<file path="config.mk">
export PLATFORM = sky130hd
export DESIGN_NAME = serial_adder
export DESIGN_NICKNAME = d
export VERILOG_FILES = /design/src/rtl/serial_adder.sv
export SDC_FILE = /design/constraint.sdc
export NUM_CORES = 1
export LEC_CHECK = 0
export CELL_PAD_IN_SITES_DETAIL_PLACEMENT = 1
export CELL_PAD_IN_SITES_GLOBAL_PLACEMENT = 1
export CORE_AREA = 2 2 64 66
export CTS_BUF_LIST = sky130_fd_sc_hd__clkbuf_2
export DETAILED_ROUTE_END_ITERATION = 7
export DIE_AREA = 0 0 66 68
export HOLD_SLACK_MARGIN = 0.02
export PLACE_DENSITY_LB_ADDON = 0.1
export SYNTH_ARGS = -nofsm -noshare
export SYNTH_HDL_FRONTEND = slang
export SYNTH_SLANG_ARGS = --single-unit
</file>
<file path="constraint.sdc">
create_clock -name clk -period 4.4 [get_ports clk]
set_input_delay 1.32 -clock clk [delete_from_list [all_inputs] [get_ports clk]]
set_output_delay 1.32 -clock clk [all_outputs]
set_load 0.01 [all_outputs]
</file>
<file path="src/rtl/serial_adder.sv">
// serial_adder: bit-serial adder, LSB first, WIDTH cycles per add through one full_adder.
// Optional `SERIAL_ADDER_OVF_EN adds a registered signed-overflow output ovf.
module full_adder (
    input  logic a,
    input  logic b,
    input  logic cin,
    output logic sum,
    output logic cout
);
    assign sum  = a ^ b ^ cin;
    assign cout = (a & b) | (cin & (a ^ b));
endmodule

module serial_adder #(
    parameter int WIDTH = 8
) (
    input  logic             clk,
    input  logic             rst_n,
    input  logic             start,
    input  logic [WIDTH-1:0] a,
    input  logic [WIDTH-1:0] b,
    input  logic             cin,
    output logic             busy,
    output logic             done,
    output logic [WIDTH-1:0] sum,
    output logic             cout
`ifdef SERIAL_ADDER_OVF_EN
    ,
    output logic             ovf
`endif
);
    localparam int CW = (WIDTH > 1) ? $clog2(WIDTH) : 1;

    typedef enum logic [1:0] {IDLE, RUN, DONE} state_t;

    state_t           state, state_nxt;
    logic [WIDTH-1:0] a_sr, b_sr, res_sr, res_nxt;
    logic             carry, fa_sum, fa_cout, last, load;
    logic [CW-1:0]    cnt;

    full_adder u_fa (.a(a_sr[0]), .b(b_sr[0]), .cin(carry), .sum(fa_sum), .cout(fa_cout));

    assign last    = cnt == CW'(WIDTH - 1);
    assign load    = start && state != RUN;
    // shifts instead of slices so WIDTH=1 elaborates cleanly
    assign res_nxt = (res_sr >> 1) | (WIDTH'(fa_sum) << (WIDTH - 1));

    always_ff @(posedge clk or negedge rst_n)
        if (!rst_n) state <= IDLE;
        else        state <= state_nxt;

    always_comb begin
        state_nxt = state == RUN ? (last ? DONE : RUN) : (start ? RUN : IDLE);
    end

    always_comb begin
        busy = state == RUN;
        done = state == DONE;
    end

    always_ff @(posedge clk or negedge rst_n) begin
        if (!rst_n) begin
            a_sr   <= '0;
            b_sr   <= '0;
            res_sr <= '0;
            carry  <= 1'b0;
            cnt    <= '0;
            sum    <= '0;
            cout   <= 1'b0;
        end else if (load) begin
            a_sr  <= a;
            b_sr  <= b;
            carry <= cin;
            cnt   <= '0;
        end else if (state == RUN) begin
            a_sr   <= a_sr >> 1;
            b_sr   <= b_sr >> 1;
            res_sr <= res_nxt;
            carry  <= fa_cout;
            cnt    <= cnt + CW'(1);
            if (last) begin
                sum  <= res_nxt;
                cout <= fa_cout;
            end
        end
    end

`ifdef SERIAL_ADDER_OVF_EN
    // at the MSB step the carry flop holds the carry into the MSB
    always_ff @(posedge clk or negedge rst_n)
        if (!rst_n)                           ovf <= 1'b0;
        else if (!load && state == RUN && last) ovf <= carry ^ fa_cout;
`endif
endmodule

</file>
==> flow_summary.yaml, run 1 <==
yosys:
  syn_area_per_cell_um2: 16.5
  synth_cell_types: 13
  synth_top_flop_cell: "dfrtp_1"
  synth_common_cells: "dfrtp_1 (38), mux2_4 (32), mux2_2 (16)"
  synthArstFlopShare: 1.00
  synth_area_leaders: "dfrtp_1 (52%), mux2_4 (26%), mux2_2 (9.9%), buf_6 (3.1%), mux2i_1 (2.2%)"
  synth_nets: 133
  yosys.area.top_type_share: 0.524
  synth_edf_count: 0
  syn_area_mm2: 0.00182
  synth_cells: 110
  yosys.area.top_type: "dfrtp_1"
  yosys_warnings: 0
  synth_most_common_cell: "dfrtp_1"
  ys_ff_latch: 38
  ys_seq_area_frac: 0.524
setup_path:
  worst-path-max-fanout: 4
  crit_type: "reg2out"
  required_ns: 3.08
  critPathCaptureType: "output port"
  arrival_ns: 1.61
  critPathLaunchType: "flop"
timing:
  setup_viol: 0
  tns_ns: 0
  rsz0062_at_grt: "no"
  final_hold_viol_count: 0
  tightest_slew_ns: 0.836
  finClkSkew_ns: 0.00772
  relSlewSlack: 0.442
  fin_crit_sh: 0.667
  final.min_clock_period_ns: 2.93
  fmax_mhz: 341
  slew_viol_final: 0
floorplanning:
  core_area_mm2: 0.00386
  die-width_um: 66
  row_count: 23
  start_util: 0.471
  die_h_um: 68
  io_pins: 31
  dieArea_mm2: 0.00449
clock_tree:
  h-tree-depth: 2
  cts_tree: "yes"
  clk_root_buffer_cell: "clkbuf_2"
  hold_buffers: 0
  ctsLongestPathBuffers: 2
  cts_buffers: 5
  clkLatencyLatePin_ns: 0.35
  cts.sinks: 38
  clk_pin_slew_ns: 0.19
  post_cts_resized: 0
  postCtsSetupBuffers: 0
global_route:
  grt_pass1_wl_um: 5330
  globalRouteTotalUtil: 0.164
  first_global_vias: 1091
  antenna_found_initial: 0
  grt_max_degree: 39
  gr-total-overflow: 0
routing:
  first_pass_iters: 4
  routedWlPerCell_um: 16.4
  antenna_left: 0
  vias_per_cell: 4.90
  drc: 0
  routed_wirelength_um: 3180
  drt_iter0_markers: 41
  vias: 950
placed_design:
  dp_hpwl_um: 2080
  gp_congestion: 0.609
  io_buffers: 30
run:
  drv_cap: 0
power:
  internal-power_uw: 1010
  p_leak_uw: 0.00104
  seqPwrFrac: 0.417
  power.total_uw: 1430
  p_clk_frac: 0.143
  ir_worst_vdd_mv: 0.305
  switching_share: 0.292
  p_sw_uw: 419
  comb_power_share: 0.440
  powerDensity_mw_per_mm2: 653
cells_and_area:
  final_nets: 166
  final_layout_size_suffix_gt1_frac: 0.410
  area_growth_syn_to_layout_pct: 20.7
  antenna_cells: 0
hold_path:
  hold_path.class: "reg2reg"
status:
  outcome: "complete, no violations"
## cells in the final DEF (no fill, tap or decap)
cell             synthesis  layout
mux2_4                  32      32
nor2_1                   2       2
clkdlybuf4s50_1          0      29
nand2b_1                 2       2
bufinv_16                0       1
buf_2                    1       1
dfrtp_1                 38      38
clkbuf_2                 0       5
inv_1                    3       3
mux2i_1                  4       4
ha_1                     2       2
buf_4                    0       2
clkinv_2                 0       2
mux2_2                  16      16
nor2b_1                  3       3
nand3b_1                 1       1
fa_1                     1       1
## power by group through the flow
stage	clock (uW)	combinational [uW]	sequential, uW
6_report	205	630	596
5_1_grt	231	685	620
4_1_cts	213	641	599
3_5_place_dp	0	633	605
3_3_place_gp	0	617	596
2_1_floorplan	0	460	598
## state kept, by name, indices dropped and copies added, names as in the netlist
name,flops
sum,8
b_sr,8
res_sr,7
state,2
cnt,3
cout,1
a_sr,8
carry,1
## critical path, stage by stage, from the launching register on
cell	delay, ns
dfrtp_1	0.42
nand2b_1	0.15
inv_1	0.13
clkdlybuf4s50_1	0.57
## stage by stage
stage / setup WS (ns) / hold slack, ns / util / instances / area, um^2
2_1_floorplan: 2.27 / 0.453 / - / 110 / 1820
3_3_place_gp: 1.25 / 0.470 / 0.552 / 186 / 2130
3_5_place_dp: 1.21 / 0.495 / 0.552 / 186 / 2130
4_1_cts: 1.42 / 0.521 / 0.568 / 194 / 2190
5_1_grt: 1.32 / 0.540 / 0.568 / 194 / 2190
6_report: 1.47 / 0.513 / 0.568 / 194 / 2190
## cell type report
cell class                      instances  area (um^2)
Multi-Input combinational cell         63          792
Clock buffer                            5         25.0
Inverter                                3         11.3
Tap cell                               50         62.6
Sequential cell                        38          951
Timing Repair Buffer                   32          310
Clock inverter                          3         40.0
Fill cell                             381         1660
## layer usage
metal	global-route usage	wire, um	part of all wire
met1	0.212	1430	0.45
met2	0.271	1580	0.50
met3	0.0428	148	0.046
met4	0.0536	22	0.0069
met5	0	0	0
## cell families (layout without fill, tap and decap cells)
logic type,Yosys count,in the layout,share of synthesized area
flops,38,38,0.524
buf+inv,9,43,0.0400
mux,52,52,0.386
simple gates,8,8,0.0255
fa+ha+maj,3,3,0.0248
## final timing paths
kind,startpoint,to,slack (ns),depth (start not counted)
min reg2reg,cnt[0],cnt[0],0.51,1
min in group asynchronous,rst_n,b_sr[4],1.03,1
min,cnt[0],cnt[0],0.51,1
max in group asynchronous,rst_n,state[1],2.85,1
max,state[1],busy,1.47,3
max reg2reg,cnt[0],sum[3],2.66,4
Power figures use the tool's default switching activity.
==> run 2, diff against run 1 <==
--- a/config.mk
+++ b/config.mk
@@ -7,10 +7,10 @@
 export LEC_CHECK = 0
 export CELL_PAD_IN_SITES_DETAIL_PLACEMENT = 1
 export CELL_PAD_IN_SITES_GLOBAL_PLACEMENT = 1
-export CORE_AREA = 2 2 64 66
+export CORE_AREA = 2 2 67 69
 export CTS_BUF_LIST = sky130_fd_sc_hd__clkbuf_2
 export DETAILED_ROUTE_END_ITERATION = 7
-export DIE_AREA = 0 0 66 68
+export DIE_AREA = 0 0 69 71
 export HOLD_SLACK_MARGIN = 0.02
 export PLACE_DENSITY_LB_ADDON = 0.1
 export SYNTH_ARGS = -nofsm -noshare
==> constraint.sdc (replaced) <==
create_clock -name clk -period 2.7 [get_ports clk]
set_input_delay 0.81 -clock clk [delete_from_list [all_inputs] [get_ports clk]]
set_output_delay 0.81 -clock clk [all_outputs]
set_load 0.01 [all_outputs]
==> flow_summary.yaml, run 2 (same netlist as run 1, synthesis figures left out) <==
routing:
  first_pass_iters: 2
  antenna_left: 0
  drt_iter0_markers: 18
  vias_per_cell: 4.89
  routed_wirelength_um: 3200
  vias: 963
  drc: 0
  routedWlPerCell_um: 16.2
clock_tree:
  ctsLongestPathBuffers: 2
  clk_root_buffer_cell: "clkbuf_2"
  cts.sinks: 38
  postCtsSetupBuffers: 0
  h-tree-depth: 2
  clk_pin_slew_ns: 0.18
  clkLatencyLatePin_ns: 0.37
  cts_buffers: 5
  cts_tree: "yes"
  post_cts_resized: 0
  hold_buffers: 0
power:
  p_leak_uw: 0.00105
  p_sw_uw: 686
  switching_share: 0.282
  p_clk_frac: 0.177
  comb_power_share: 0.425
  internal-power_uw: 1750
  seqPwrFrac: 0.398
  ir_worst_vdd_mv: 0.555
  powerDensity_mw_per_mm2: 1090
setup_path:
  critPathTopFamily: "buffers and inverters"
  reg2reg_depth: 4
  timing.rr.start: "cnt[0]"
  crit_type: "reg2out"
  required_ns: 1.89
  critPathCaptureType: "output port"
  slowest_stage: "clkdlybuf4s50_1"
  worst-path-max-fanout: 4
  worst-path-buf-inv: 2
  cp_slowest_stage_delay_ns: 0.56
  arrival_ns: 1.64
  r2r_slack_ns: 0.97
  crit_chain: "nand2b_1, inv_1, clkdlybuf4s50_1"
  r2r-end: "sum[1]"
  critPathLaunchType: "flop"
global_route:
  globalRouteTotalUtil: 0.148
  first_global_vias: 1102
  antenna_found_initial: 0
  gr-total-overflow: 0
  grt_max_degree: 39
  grt_pass1_wl_um: 5750
placed_design:
  io_buffers: 30
  gp_congestion: 0.686
  place_area_mm2: 0.00214
  dp_hpwl_um: 2160
hold_path:
  hold_path.class: "in2async"
timing:
  rsz0062_at_grt: "no"
  final.min_clock_period_ns: 2.45
  setup_viol: 0
  final_hold_viol_count: 0
  tns_ns: 0
  fin_crit_sh: 0.907
  tightest_slew_ns: 0.820
  slew_viol_final: 0
  relSlewSlack: 0.453
  finClkSkew_ns: 0.0114
  fmax_mhz: 408
cells_and_area:
  final_layout_size_suffix_gt1_frac: 0.407
  area_growth_syn_to_layout_pct: 22.6
  layout_common_cells: "dfrtp_1 (38), mux2_4 (32), clkdlybuf4s50_1 (29), mux2_2 (16), clkbuf_2 (5)"
  final_util: 0.529
  top_regs: "a_sr: 8 flops, b_sr: 8 flops, sum: 8 flops"
  final_nets: 167
  finalInstanceArea_mm2: 0.00223
  antenna_cells: 0
  final_common_cell: "dfrtp_1"
floorplanning:
  row_count: 24
  die_h_um: 71
  die-width_um: 69
  dieArea_mm2: 0.00490
  core_area_mm2: 0.00420
  io_pins: 31
  start_util: 0.432
run:
  drv_cap: 0
status:
  outcome: "complete, no violations"
==> run 2: cell types whose count changed in the layout (fill, tap and decap cells not counted) <==
cell and change:
clkinv_2 -2, bufinv_16 +1, buf_4 +1, clkinv_1 +1
==> run 2: area by class of cell <==
cell class | instances | area (um^2)
tap | 52 | 65.1
clock inverter | 3 | 63.8
inverter | 3 | 11.3
sequential | 38 | 951
multi-input combinational | 63 | 792
clock buffer | 5 | 25.0
fill | 415 | 1980
timing repair buffer | 33 | 318
==> run 2: metrics by stage <==
step | hold WS, ns | std cells | power [uW] | setup slack (ns)
2_1_floorplan | 0.453 | 110 | 1720 | 1.08
3_5_place_dp | 0.482 | 189 | 2030 | 0.398
3_3_place_gp | 0.469 | 189 | 1980 | 0.410
4_1_cts | 0.499 | 197 | 2490 | 0.186
6_report | 0.498 | 197 | 2430 | 0.252
5_1_grt | 0.503 | 197 | 2610 | 0.0743
==> run 2: worst max path at each step <==
stage / end / startpoint / slack, ns / cells past startpoint
4_1_cts: busy / state[1] / 0.19 / 3
2_1_floorplan: carry / start / 1.08 / 3
3_5_place_dp: b_sr[0] / start / 0.40 / 4
3_3_place_gp: b_sr[0] / start / 0.41 / 4
5_1_grt: busy / state[1] / 0.07 / 3
6_report: busy / state[1] / 0.25 / 3
==> run 2: per-layer routing <==
layer | track usage | up-vias | part of all wire
li1 | - | 445 | -
met1 | 0.204 | 494 | 0.47
met2 | 0.225 | 19 | 0.47
met3 | 0.0541 | 5 | 0.043
met4 | 0.0327 | 0 | 0.010
met5 | 0 | - | 0
==> run 2: power by group through the flow <==
stage | sequential, uW | combinational, uW | clock [uW]
2_1_floorplan | 974 | 749 | 0
3_3_place_gp | 973 | 1000 | 0
3_5_place_dp | 988 | 1040 | 0
4_1_cts | 975 | 1050 | 456
5_1_grt | 1010 | 1130 | 477
6_report | 967 | 1030 | 431
